**src/rtl/pattern_detector_param.sv**
```systemverilog
// rtl/pattern_detector_param.sv - parametrised repeating-pattern lock detector with loss-of-lock reporting
// Optional mismatch counter built only when PATDET_ERRCNT_EN is defined.
module pattern_detector_param #(
  parameter int SYM_W    = 8,
  parameter int PAT_SYMS = 4,
  parameter int CNT_W    = 8
) (
  input  logic                      clk,
  input  logic                      rst,
  input  logic                      enable,
  input  logic                      restart,
  input  logic [SYM_W-1:0]          sym_in,
  input  logic [SYM_W*PAT_SYMS-1:0] pattern,
  input  logic [CNT_W-1:0]          n,
  output logic                      pattern_valid,
  output logic                      lost,
  output logic [CNT_W-1:0]          match_count,
  output logic [15:0]               err_count
);

  localparam int IDX_W = $clog2(PAT_SYMS);

  typedef enum logic {HUNT = 1'b0, LOCKED = 1'b1} state_t;

  state_t             r_state;
  logic [IDX_W-1:0]   r_sym_idx;
  logic [CNT_W-1:0]   r_match_count;
  logic               r_pattern_valid;
  logic               r_lost;

  state_t             w_state_nxt;
  logic [IDX_W-1:0]   w_idx_nxt;
  logic [CNT_W-1:0]   w_cnt_nxt;
  logic               w_pv_nxt;
  logic               w_lost_nxt;

  logic [SYM_W-1:0]   w_syms [PAT_SYMS];
  logic [SYM_W-1:0]   w_exp;
  logic               w_hit;
  logic               w_first;
  logic               w_last;
  logic [CNT_W-1:0]   w_cnt_inc;
  logic [CNT_W-1:0]   w_n_eff;

  for (genvar k = 0; k < PAT_SYMS; k++) begin : g_sym
    assign w_syms[k] = pattern[k*SYM_W +: SYM_W];
  end

  assign w_exp     = w_syms[r_sym_idx];
  assign w_hit     = (sym_in == w_exp);
  assign w_first   = (sym_in == w_syms[0]);
  assign w_last    = (r_sym_idx == IDX_W'(PAT_SYMS - 1));
  assign w_cnt_inc = (r_match_count == {CNT_W{1'b1}}) ? r_match_count : r_match_count + CNT_W'(1);
  assign w_n_eff   = (n == '0) ? CNT_W'(1) : n;

`ifdef PATDET_ERRCNT_EN
  logic [15:0] r_err_count;
  logic [15:0] w_err_nxt;
`endif

  always_ff @(posedge clk or negedge rst) begin
    if (!rst) begin
      r_state         <= HUNT;
      r_sym_idx       <= '0;
      r_match_count   <= '0;
      r_pattern_valid <= 1'b0;
      r_lost          <= 1'b0;
`ifdef PATDET_ERRCNT_EN
      r_err_count     <= '0;
`endif
    end else begin
      r_state         <= w_state_nxt;
      r_sym_idx       <= w_idx_nxt;
      r_match_count   <= w_cnt_nxt;
      r_pattern_valid <= w_pv_nxt;
      r_lost          <= w_lost_nxt;
`ifdef PATDET_ERRCNT_EN
      r_err_count     <= w_err_nxt;
`endif
    end
  end

  // >= rather than == so lowering n below an already-reached count still locks at the next wrap
  always_comb begin
    w_state_nxt = r_state;
    w_idx_nxt   = r_sym_idx;
    w_cnt_nxt   = r_match_count;
    w_pv_nxt    = r_pattern_valid;
    w_lost_nxt  = 1'b0;
`ifdef PATDET_ERRCNT_EN
    w_err_nxt   = r_err_count;
`endif
    if (restart) begin
      w_state_nxt = HUNT;
      w_idx_nxt   = '0;
      w_cnt_nxt   = '0;
      w_pv_nxt    = 1'b0;
`ifdef PATDET_ERRCNT_EN
      w_err_nxt   = '0;
`endif
    end else if (enable) begin
      if (w_hit) begin
        if (w_last) begin
          w_idx_nxt = '0;
          w_cnt_nxt = w_cnt_inc;
          if (r_state == HUNT && w_cnt_inc >= w_n_eff) begin
            w_state_nxt = LOCKED;
            w_pv_nxt    = 1'b1;
          end
        end else begin
          w_idx_nxt = r_sym_idx + IDX_W'(1);
        end
      end else begin
        w_cnt_nxt = '0;
        w_idx_nxt = w_first ? IDX_W'(1) : '0;
`ifdef PATDET_ERRCNT_EN
        if (r_err_count != 16'hFFFF) w_err_nxt = r_err_count + 16'd1;
`endif
        if (r_state == LOCKED) begin
          w_state_nxt = HUNT;
          w_pv_nxt    = 1'b0;
          w_lost_nxt  = 1'b1;
        end
      end
    end
  end

  always_comb begin
    pattern_valid = r_pattern_valid;
    lost          = r_lost;
    match_count   = r_match_count;
`ifdef PATDET_ERRCNT_EN
    err_count     = r_err_count;
`else
    err_count     = 16'h0000;
`endif
  end

endmodule

```
**config.mk**
```make
export PLATFORM = sky130hd
export DESIGN_NAME = pattern_detector_param
export DESIGN_NICKNAME = d
export VERILOG_FILES = /design/src/rtl/pattern_detector_param.sv
export SDC_FILE = /design/constraint.sdc
export NUM_CORES = 1
export LEC_CHECK = 0
export BUFFER_PORTS_ARGS = -buffer_cell sky130_fd_sc_hd__buf_4
export CORE_UTILIZATION = 40
export DETAILED_ROUTE_END_ITERATION = 10
export PLACE_DENSITY = 0.84
export SETUP_SLACK_MARGIN = 0.1
export SYNTH_ARGS = -nofsm -noshare
export SYNTH_HDL_FRONTEND = slang
export SYNTH_SLANG_ARGS = --single-unit
```
**constraint.sdc**
```tcl
create_clock -name clk -period 2.75 [get_ports clk]
set_input_delay 0.6875 -clock clk [delete_from_list [all_inputs] [get_ports clk]]
set_output_delay 0.6875 -clock clk [all_outputs]
set_load 0.1 [all_outputs]
```
==> results of run 1 <==
sequential cells by signal (all words and copies together), names as in the netlist:
name / count
lost: 1
match_count: 8
pattern_valid: 1
r_state: 1
r_sym_idx: 2
through the flow:
step	hold WS [ps]	power [µW]	area, µm²
6_report	232.9	543.8	1957
5_1_grt	222.6	579.2	1957
4_1_cts	232.5	549.9	1924
3_5_place_dp	454.9	425.9	1898
3_3_place_gp	451.1	421.8	1898
2_1_floorplan	391.9	369.0	1506
power groups by stage:
stage / registers (µW) / logic, µW / clock network (µW)
final: 195 / 227 / 122
after global placement: 199 / 223 / 0
after CTS: 195 / 227 / 127
after global routing: 196 / 243 / 140
after floorplan: 196 / 173 / 0
after detailed placement: 199 / 227 / 0
kinds of logic after synthesis:
| logic type | Yosys count | share of synthesized area [%] |
|---|---|---|
| other cells | 1 | 0.2627 |
| compound gates | 25 | 10.87 |
| xor+xnor | 23 | 14.11 |
| fa+ha+maj | 10 | 8.764 |
| simple gates | 43 | 14.90 |
| buf+inv | 28 | 12.09 |
| flops | 13 | 22.79 |
| mux | 13 | 16.21 |
worst max path at each step:
stage | from | end
after floorplan | match_count[0]$_DFFE_PN0P_ | pattern_valid$_DFFE_PN0P_
after global placement | match_count[0]$_DFFE_PN0P_ | pattern_valid$_DFFE_PN0P_
after detailed placement | match_count[0]$_DFFE_PN0P_ | pattern_valid$_DFFE_PN0P_
after CTS | match_count[0]$_DFFE_PN0P_ | pattern_valid$_DFFE_PN0P_
after global routing | r_sym_idx[0]$_DFFE_PN0P_ | match_count[2]$_DFFE_PN0P_
final | match_count[0]$_DFFE_PN0P_ | r_state$_DFFE_PN0P_
cells in the final DEF (no fill, tap or decap), types with 4 or more instances in the layout:
cell type	netlist	layout
buf_4	16	64
xnor2_1	20	20
conb_1	1	16
nor2_1	13	12
a21oi_1	12	12
inv_1	9	9
nand2_1	9	9
ha_1	10	9
mux4_2	8	8
dfrtp_2	0	6
nand4_1	5	5
o21ai_0	5	5
dfrtp_1	13	5
nand3_1	5	4
mux2i_1	4	4
area by class of cell:
class	instances	area, µm²
clock buffer	4	26.28
fill	294	1433
tap	46	57.56
inverter	9	33.78
multi-input combinational	130	1006
timing repair buffer	65	493.0
sequential	13	340.3
what timing repair did:
action | 4_1_cts | 5_1_grt
buffers inserted | 0 | 2
hold endpoints to repair | 0 | 0
endpoints found under the setup margin | 0 | 2
gates resized for setup | 0 | 2
routing by layer:
| layer | wire length (µm) | part of all wire [%] | vias to the layer above |
|---|---|---|---|
| met5 | 0 | 0 | - |
| met4 | 97 | 2.8 | 0 |
| met3 | 141 | 4.0 | 10 |
| met2 | 1824 | 52 | 35 |
| met1 | 1423 | 41 | 609 |
| li1 | - | - | 654 |
==> results.py, run 1 <==
metrics = {
    "final_layout": {
        "layout.cells.non_filler": 267,
        "diodes": 0,
        "drive_gt1_share_pct": 40.72,
        "fin_util_pct": 57.73,
        "syn_to_final_growth_pct": 37.07,
        "fin_nets": 284,
    },
    "power": {
        "switching_share_pct": 38.72,
        "p_int_uw": 333.2,
        "power_density_nw_per_um2": 277.9,
        "p_clk_share_pct": 22.5,
        "switchingPower_uw": 210.6,
        "p_leak_uw": 0.0008864,
        "peakVddDrop_v": 0.0001293,
        "pwr-share-seq_pct": 35.9,
        "combPwrFrac_pct": 41.7,
    },
    "setup_path": {
        "reg2reg_slack_ps": 350,
        "crit_required_ps": 2910,
        "critPathMaxFanout": 6,
        "crit_path_end_kind": "register",
        "cp.depth": 11,
        "path_buf_inv": 0,
        "max_stage_delay_ps": 530,
        "cp_top_family": "compound AO/OA/AOI/OAI gates",
        "r2r_cells": 11,
        "worstReg2RegEnd": "r_state$_DFFE_PN0P_",
        "crit_type": "register to register",
        "cp_cell_sequence": "ha_4 > nand2_1 > nor2_2 > nand3_2 > mux2_2 > ha_1 > a21oi_1 > o21ai_0 > a21o_1 > a21oi_1 > nor2_1",
        "critPathSlowestCell": "dfrtp_4",
        "timing.rr.start": "match_count[0]$_DFFE_PN0P_",
        "cp_common_cell": "a21oi_1",
        "setup.worst_path.start_class": "register",
        "worstPathArrival_ps": 2560,
    },
    "global_routing": {
        "grt_max_degree": 14,
        "grt-busiest-layer": "met2",
        "antenna_found_initial": 0,
        "grt_pass1_vias": 1216,
        "grt_first_pass_wirelength_um": 5423,
        "grt_use_met1_pct": 24.03,
        "gr-total-overflow": 0,
        "met2_usage_pct": 33.64,
        "grt_util_met3_pct": 4.555,
        "grt_use_total_pct": 20.01,
    },
    "logic_synthesis": {
        "post-synth-top-count-cell": "xnor2_1",
        "synth_top_area_cell": "dfrtp_1",
        "synth-seq-cells": 13,
        "async_flop_share_pct": 100.0,
        "yosys_warnings": 0,
        "synth_area_leaders": "dfrtp_1 (23%), mux4_2 (13%), xnor2_1 (12%)",
        "synth-main-ff-cell": "dfrtp_1",
        "synth_area_per_cell_um2": 9.151,
        "netlist_area_um2": 1428,
        "synth_edf_count": 0,
        "syn-instance-count": 156,
        "synth_commonest_cells": "xnor2_1 (20), buf_4 (16), dfrtp_1 (13), nor2_1 (13), a21oi_1 (12)",
        "synth_top_area_share_pct": 22.79,
        "synth.distinct_cells": 34,
        "yosysSeqAreaShare_pct": 22.79,
    },
    "clocking": {
        "clk_pin_slew_worst_paths_ps": 80,
        "cts_buffers": 3,
        "root_buffer": "clkbuf_4",
        "htreeDepth": 1,
        "cts_buffer_depth": 2,
        "cts_tree": "done",
        "clock_latency_ps": 280,
        "hold_buffers": 0,
        "cts_num_sinks": 13,
    },
    "die": {
        "start_util_pct": 42.12,
        "num_io_pins": 78,
        "die_area_um2": 3812,
        "core_um2": 3390,
        "fp.dieW_um": 61.74,
        "fp-row-count": 21,
        "die_h_um": 61.74,
    },
    "place": {
        "gp_congestion": 0.7823,
        "dp_hpwl_um": 2844,
        "dp_cells": 261,
        "place_ws_ps": 239.0,
        "port_buffers": 61,
    },
    "timing": {
        "timing.final.crit_share_pct": 87.44,
        "rsz0062_at_grt": "no",
        "finClkSkew_ps": 0.4279,
        "setup_viol_count_final": 0,
        "tightest_slew_ps": 533.6,
        "max_freq_ghz": 0.4159,
        "slew_headroom_pct": 64.42,
        "hold_violations": 0,
        "min_period_ps": 2405,
        "drv_slew": 0,
        "tns_ps": 0,
        "fin_ws_ps": 345.5,
    },
    "routing": {
        "vias": 1308,
        "drt_first_pass_iters": 4,
        "drtAntennaViolNets": 0,
        "drc_errors": 0,
        "routed_wl_um": 3487,
        "wl_per_cell_um": 13.06,
        "drt-initial-drc-count": 54,
        "viasPerCell": 4.899,
    },
    "outcome": {
        "status": "finished clean",
    },
    "hold_path": {
        "hp-class": "input port to async pin",
    },
    "flow_run": {
        "maxCapViolations": 0,
    },
}
Note: power is estimated with default switching activity, not from simulation.
==> run 2, diff against run 1 <==
Settings changed: CORE_ASPECT_RATIO from default to 1.75.
==> run 2 against run 1 <==
Effect of this change:
- first-iteration DRC count decreased by 31%
- setup slack got worse by 87 ps
- maximum frequency decreased by 3.5%
- global-route usage decreased by 2.2 points
- hold slack improved by 46 ps
- register-to-register slack got worse by 90 ps
- final cell count decreased by 0.37%
- flip-flop and latch count unchanged
- combinational power increased by 2%
==> results.py, run 2 (synthesis gave the netlist of run 1 again) <==
metrics = {
    "place": {
        "dp_cells": 261,
        "dp_hpwl_um": 2919,
        "port_buffers": 61,
        "place_ws_ps": 223.4,
        "gp_congestion": 0.8509,
    },
    "outcome": {
        "status": "finished clean",
    },
    "setup_path": {
        "worstPathArrival_ps": 2640,
        "r2r_cells": 11,
        "crit_type": "register to register",
        "worstReg2RegEnd": "pattern_valid$_DFFE_PN0P_",
        "crit_required_ps": 2900,
        "critPathMaxFanout": 8,
        "crit_path_end_kind": "register",
        "setup.worst_path.start_class": "register",
        "timing.rr.start": "match_count[0]$_DFFE_PN0P_",
        "reg2reg_slack_ps": 260,
    },
    "final_layout": {
        "layout.cells.non_filler": 266,
        "syn_to_final_growth_pct": 38.30,
        "largest_register_ffs": 8,
        "final_common_cell": "buf_4",
        "final_cell_mix": "buf_4 (65), xnor2_1 (19), conb_1 (16)",
        "drive_gt1_share_pct": 41.63,
        "fin_util_pct": 58.10,
        "diodes": 0,
        "fin_nets": 284,
    },
    "clocking": {
        "cts_num_sinks": 13,
        "clk_pin_slew_worst_paths_ps": 50,
        "cts_buffer_depth": 2,
        "hold_buffers": 0,
        "cts_tree": "done",
        "cts_buffers": 3,
        "root_buffer": "clkbuf_8",
        "htreeDepth": 1,
        "clock_latency_ps": 240,
    },
    "die": {
        "die_area_um2": 3821,
        "die_h_um": 81.03,
        "core_um2": 3398,
        "fp.dieW_um": 47.16,
        "num_io_pins": 78,
        "start_util_pct": 42.01,
        "fp-row-count": 28,
    },
    "power": {
        "peakVddDrop_v": 0.0003044,
        "power_density_nw_per_um2": 299.6,
        "p_leak_uw": 0.0009046,
    },
    "timing": {
        "rsz0062_at_grt": "no",
        "min_period_ps": 2491,
        "whs_ps": 278.5,
        "setup_viol_count_final": 0,
        "fin_ws_ps": 258.6,
        "hold_violations": 0,
        "timing.final.crit_share_pct": 90.60,
        "drv_slew": 0,
        "tns_ps": 0,
        "finClkSkew_ps": 4.645,
        "max_freq_ghz": 0.4014,
    },
    "hold_path": {
        "hp-class": "input port to async pin",
    },
    "global_routing": {
        "grt_pass1_vias": 1217,
        "grt_max_degree": 14,
        "antenna_found_initial": 0,
        "grt_first_pass_wirelength_um": 4940,
        "gr-total-overflow": 0,
        "grt_use_total_pct": 17.81,
    },
    "routing": {
        "wl_met1_um": 1127,
        "drc_errors": 0,
        "viasPerCell": 5.038,
        "drt-initial-drc-count": 37,
        "wl_met3_um": 256,
        "drt_first_pass_iters": 4,
        "maxUsedRoutingLayer": "met4",
        "drtAntennaViolNets": 0,
        "wl_per_cell_um": 13.14,
        "vias": 1340,
        "routed_wl_um": 3494,
        "detailroute.wirelength.met2_um": 2049,
    },
    "flow_run": {
        "maxCapViolations": 0,
    },
}
==> run 2: cell types whose count changed in the layout (fill, tap and decap cells not counted), sizes merged <==
cell / delta
dlymetal6s2s: -1
buf: +1
==> run 2: report_power, final <==
part	switching, µW	internal (µW)
clock network	65.2	102
registers	0.412	192
logic	145	86.4
total	211	381
==> run 2: through the flow <==
| step | total power (µW) | area, µm² |
|---|---|---|
| after CTS | 598.8 | 1949 |
| after detailed placement | 428.3 | 1904 |
| after floorplan | 369.0 | 1506 |
| after global routing | 615.1 | 1974 |
| after global placement | 423.2 | 1904 |
| final | 591.5 | 1974 |
==> run 2: cell type report <==
| cell class | instances | area (µm²) |
|---|---|---|
| fill | 307 | 1424 |
| sequential | 13 | 340.3 |
| clock buffer | 4 | 45.04 |
| tap | 45 | 56.30 |
| timing repair buffer | 65 | 488.0 |
| inverter | 9 | 33.78 |
| multi-input combinational | 130 | 1011 |
==> run 2: repair_timing <==
item | in CTS | in global routing
endpoints found under the hold margin | 0 | 0
resized for setup | 0 | 3
endpoints found under the setup margin | 0 | 2
setup buffers | 0 | 1
==> run 2: routing by layer <==
layer / track usage (%) / vias up
li1: - / 650
met1: 15.20 / 629
met2: 38.06 / 56
met3: 1.778 / 5
met4: 5.143 / 0
met5: 0 / -
==> run 2: how the worst max path moves through the flow <==
stage                                     startpoint                         to  slack [ps]  depth (start not counted)
final                     match_count[0]$_DFFE_PN0P_  pattern_valid$_DFFE_PN0P_         260                         11
after global routing      match_count[0]$_DFFE_PN0P_  pattern_valid$_DFFE_PN0P_          90                         11
after CTS                 match_count[0]$_DFFE_PN0P_  pattern_valid$_DFFE_PN0P_         210                         11
after detailed placement  match_count[0]$_DFFE_PN0P_  pattern_valid$_DFFE_PN0P_         220                         12
after global placement    match_count[0]$_DFFE_PN0P_  pattern_valid$_DFFE_PN0P_         300                         12
after floorplan           match_count[0]$_DFFE_PN0P_  pattern_valid$_DFFE_PN0P_         130                         11
==> run 2: critical path, stage by stage, from the launching register on <==
cell,delay [ps]
dfrtp_4,450
ha_2,240
nand2_1,100
nor2_2,160
nand3_4,140
mux2_2,310
ha_1,280
a21oi_1,50
o21ai_0,160
a21o_1,200
a31oi_1,100
a211oi_1,210
==> run 3, diff against run 2 <==
Settings changed: REMOVE_ABC_BUFFERS from default to 1.
==> run 3 against run 2 <==
Effect of this change:
- routed wire length rose by 6.5%
- sequential share of layout area fell by 0.94 points
- count of clock-buffer cells in the layout fell by 1
- setup slack got worse by 34 ps
- total power rose by 2.6%
- clock skew barely moved
- sequential power barely moved
- critical endpoint unchanged
==> results.py, run 3 (synthesis gave the netlist of run 1 again) <==
metrics = {
    "place": {
        "gp_congestion": 0.9491,
        "port_buffers": 61,
        "dp_hpwl_um": 2935,
        "place_ws_ps": 65.09,
    },
    "final_layout": {
        "syn_to_final_growth_pct": 40.40,
        "fin_nets": 289,
        "largest_register_ffs": 8,
        "drive_gt1_share_pct": 40.27,
        "final_cell_mix": "buf_4 (70), xnor2_1 (19), conb_1 (16)",
        "diodes": 0,
        "final_common_cell": "buf_4",
        "fillerInstances": 307,
    },
    "timing": {
        "fin_ws_ps": 224.1,
        "timing.final.crit_share_pct": 91.85,
        "rsz0062_at_grt": "no",
        "min_period_ps": 2526,
        "finClkSkew_ps": 4.989,
        "max_freq_ghz": 0.3959,
        "whs_ps": 267.7,
        "setup_viol_count_final": 0,
        "drv_slew": 0,
        "hold_violations": 0,
    },
    "clocking": {
        "htreeDepth": 1,
        "hold_buffers": 0,
        "cts_num_sinks": 13,
        "root_buffer": "clkbuf_8",
        "cts_tree": "done",
        "cts_buffers": 3,
        "clk_pin_slew_worst_paths_ps": 60,
        "clock_latency_ps": 250,
        "cts_buffer_depth": 2,
    },
    "setup_path": {
        "crit_required_ps": 2880,
        "crit_type": "register to register",
        "cp_common_cell": "nand2_1",
        "worstPathArrival_ps": 2660,
        "critPathSlowestCell": "dfrtp_1",
        "max_stage_delay_ps": 410,
        "cp_cell_sequence": "ha_4 > nand2_1 > nor2_1 > nand3_2 > and2_1 > a21oi_1 > ha_1 > nand2_1 > o21ai_0 > a21o_1 > a31oi_1 > a211oi_2",
        "setup.worst_path.start_class": "register",
        "crit_path_end_kind": "register",
        "critPathMaxFanout": 8,
    },
    "die": {
        "fp.dieW_um": 47.16,
        "core_um2": 3398,
        "start_util_pct": 42.01,
        "die_h_um": 81.03,
        "num_io_pins": 78,
        "die_area_um2": 3821,
        "fp-row-count": 28,
    },
    "power": {
        "peakVddDrop_v": 0.0002287,
        "p_leak_uw": 0.0009464,
        "power_density_nw_per_um2": 302.7,
    },
    "global_routing": {
        "grt_first_pass_wirelength_um": 5230,
        "grt_max_degree": 14,
        "antenna_found_initial": 0,
        "grt_use_total_pct": 18.90,
        "gr-total-overflow": 0,
        "grt_pass1_vias": 1251,
    },
    "routing": {
        "vias": 1416,
        "routed_wl_um": 3722,
        "viasPerCell": 5.225,
        "drt_first_pass_iters": 4,
        "drc_errors": 0,
        "wl_per_cell_um": 13.73,
        "drt-initial-drc-count": 30,
        "drtAntennaViolNets": 0,
    },
    "outcome": {
        "status": "finished clean",
    },
    "hold_path": {
        "hp-class": "input port to async pin",
    },
    "flow_run": {
        "maxCapViolations": 0,
    },
}
-- run 3: cell types whose count changed in the layout (fill, tap and decap cells not counted), sizes merged --
cell / delta
buf: +5
clkbuf: -1
clkinv: +1
-- run 3: area by class of cell --
cell class | count | area (µm²) | area share (%)
multi-input combinational | 130 | 1016 | 50.69
clock buffer | 3 | 41.29 | 2.060
inverter | 9 | 33.78 | 1.685
tap | 45 | 56.30 | 2.809
clock inverter | 1 | 5.005 | 0.2497
sequential | 13 | 326.6 | 16.29
timing repair buffer | 70 | 525.5 | 26.22
-- run 3: routing by layer --
| metal | global-route usage (%) | wire, µm | vias up |
|---|---|---|---|
| li1 | - | - | 666 |
| met1 | 17.17 | 1274 | 679 |
| met2 | 36.81 | 2120 | 62 |
| met3 | 3.333 | 257 | 9 |
| met4 | 8.857 | 70 | 0 |
| met5 | 0 | 0 | - |
-- run 3: final timing paths --
check | start | end | slack, ps | cells after the start
worst max-delay path | match_count[1]$_DFFE_PN0P_ | pattern_valid$_DFFE_PN0P_ | 220 | 12
worst min-delay path | rst | match_count[2]$_DFFE_PN0P_ | 270 | 1
worst max register to register | match_count[1]$_DFFE_PN0P_ | pattern_valid$_DFFE_PN0P_ | 220 | 12
worst min register to register | r_state$_DFFE_PN0P_ | pattern_valid$_DFFE_PN0P_ | 490 | 1
max in group asynchronous | rst | match_count[0]$_DFFE_PN0P_ | 2310 | 1
min in group clk | r_state$_DFFE_PN0P_ | pattern_valid$_DFFE_PN0P_ | 490 | 1
-- run 3: power by group --
group	internal (µW)	total [µW]	leakage, µW	switching (µW)
Sequential	192	192	0.000179	0.403
Clock	101	180	0.0000255	79.6
Combinational	86.4	234	0.000741	148
Total	379	607	0.000946	228
-- run 3: metrics by stage --
step	power, µW	util (%)	cell area [µm²]	cells	setup TNS [ps]
final	606.7	58.98	2004	271	0
after global routing	627.6	58.98	2004	271	0
after CTS	606.8	57.33	1948	267	0
after detailed placement	428.8	55.82	1897	263	0
after global placement	424.6	55.82	1897	263	0
after floorplan	349.3	-	1345	152	-840.1
-- run 3: critical path, delay by kind of cell, from the launching register on --
| kind | cells | cell delay (ps) |
|---|---|---|
| AO/OA/AOI/OAI | 5 | 750 |
| adder cells (fa/ha/maj) | 2 | 440 |
| flip-flops | 1 | 410 |
| AND/OR/NAND/NOR | 5 | 810 |
-- run 3: what timing repair did --
action / CTS / global route
resized for setup: 1 / 6
endpoints found under the hold margin: 0 / 0
buffers inserted: 0 / 4
endpoints found under the setup margin: 1 / 2
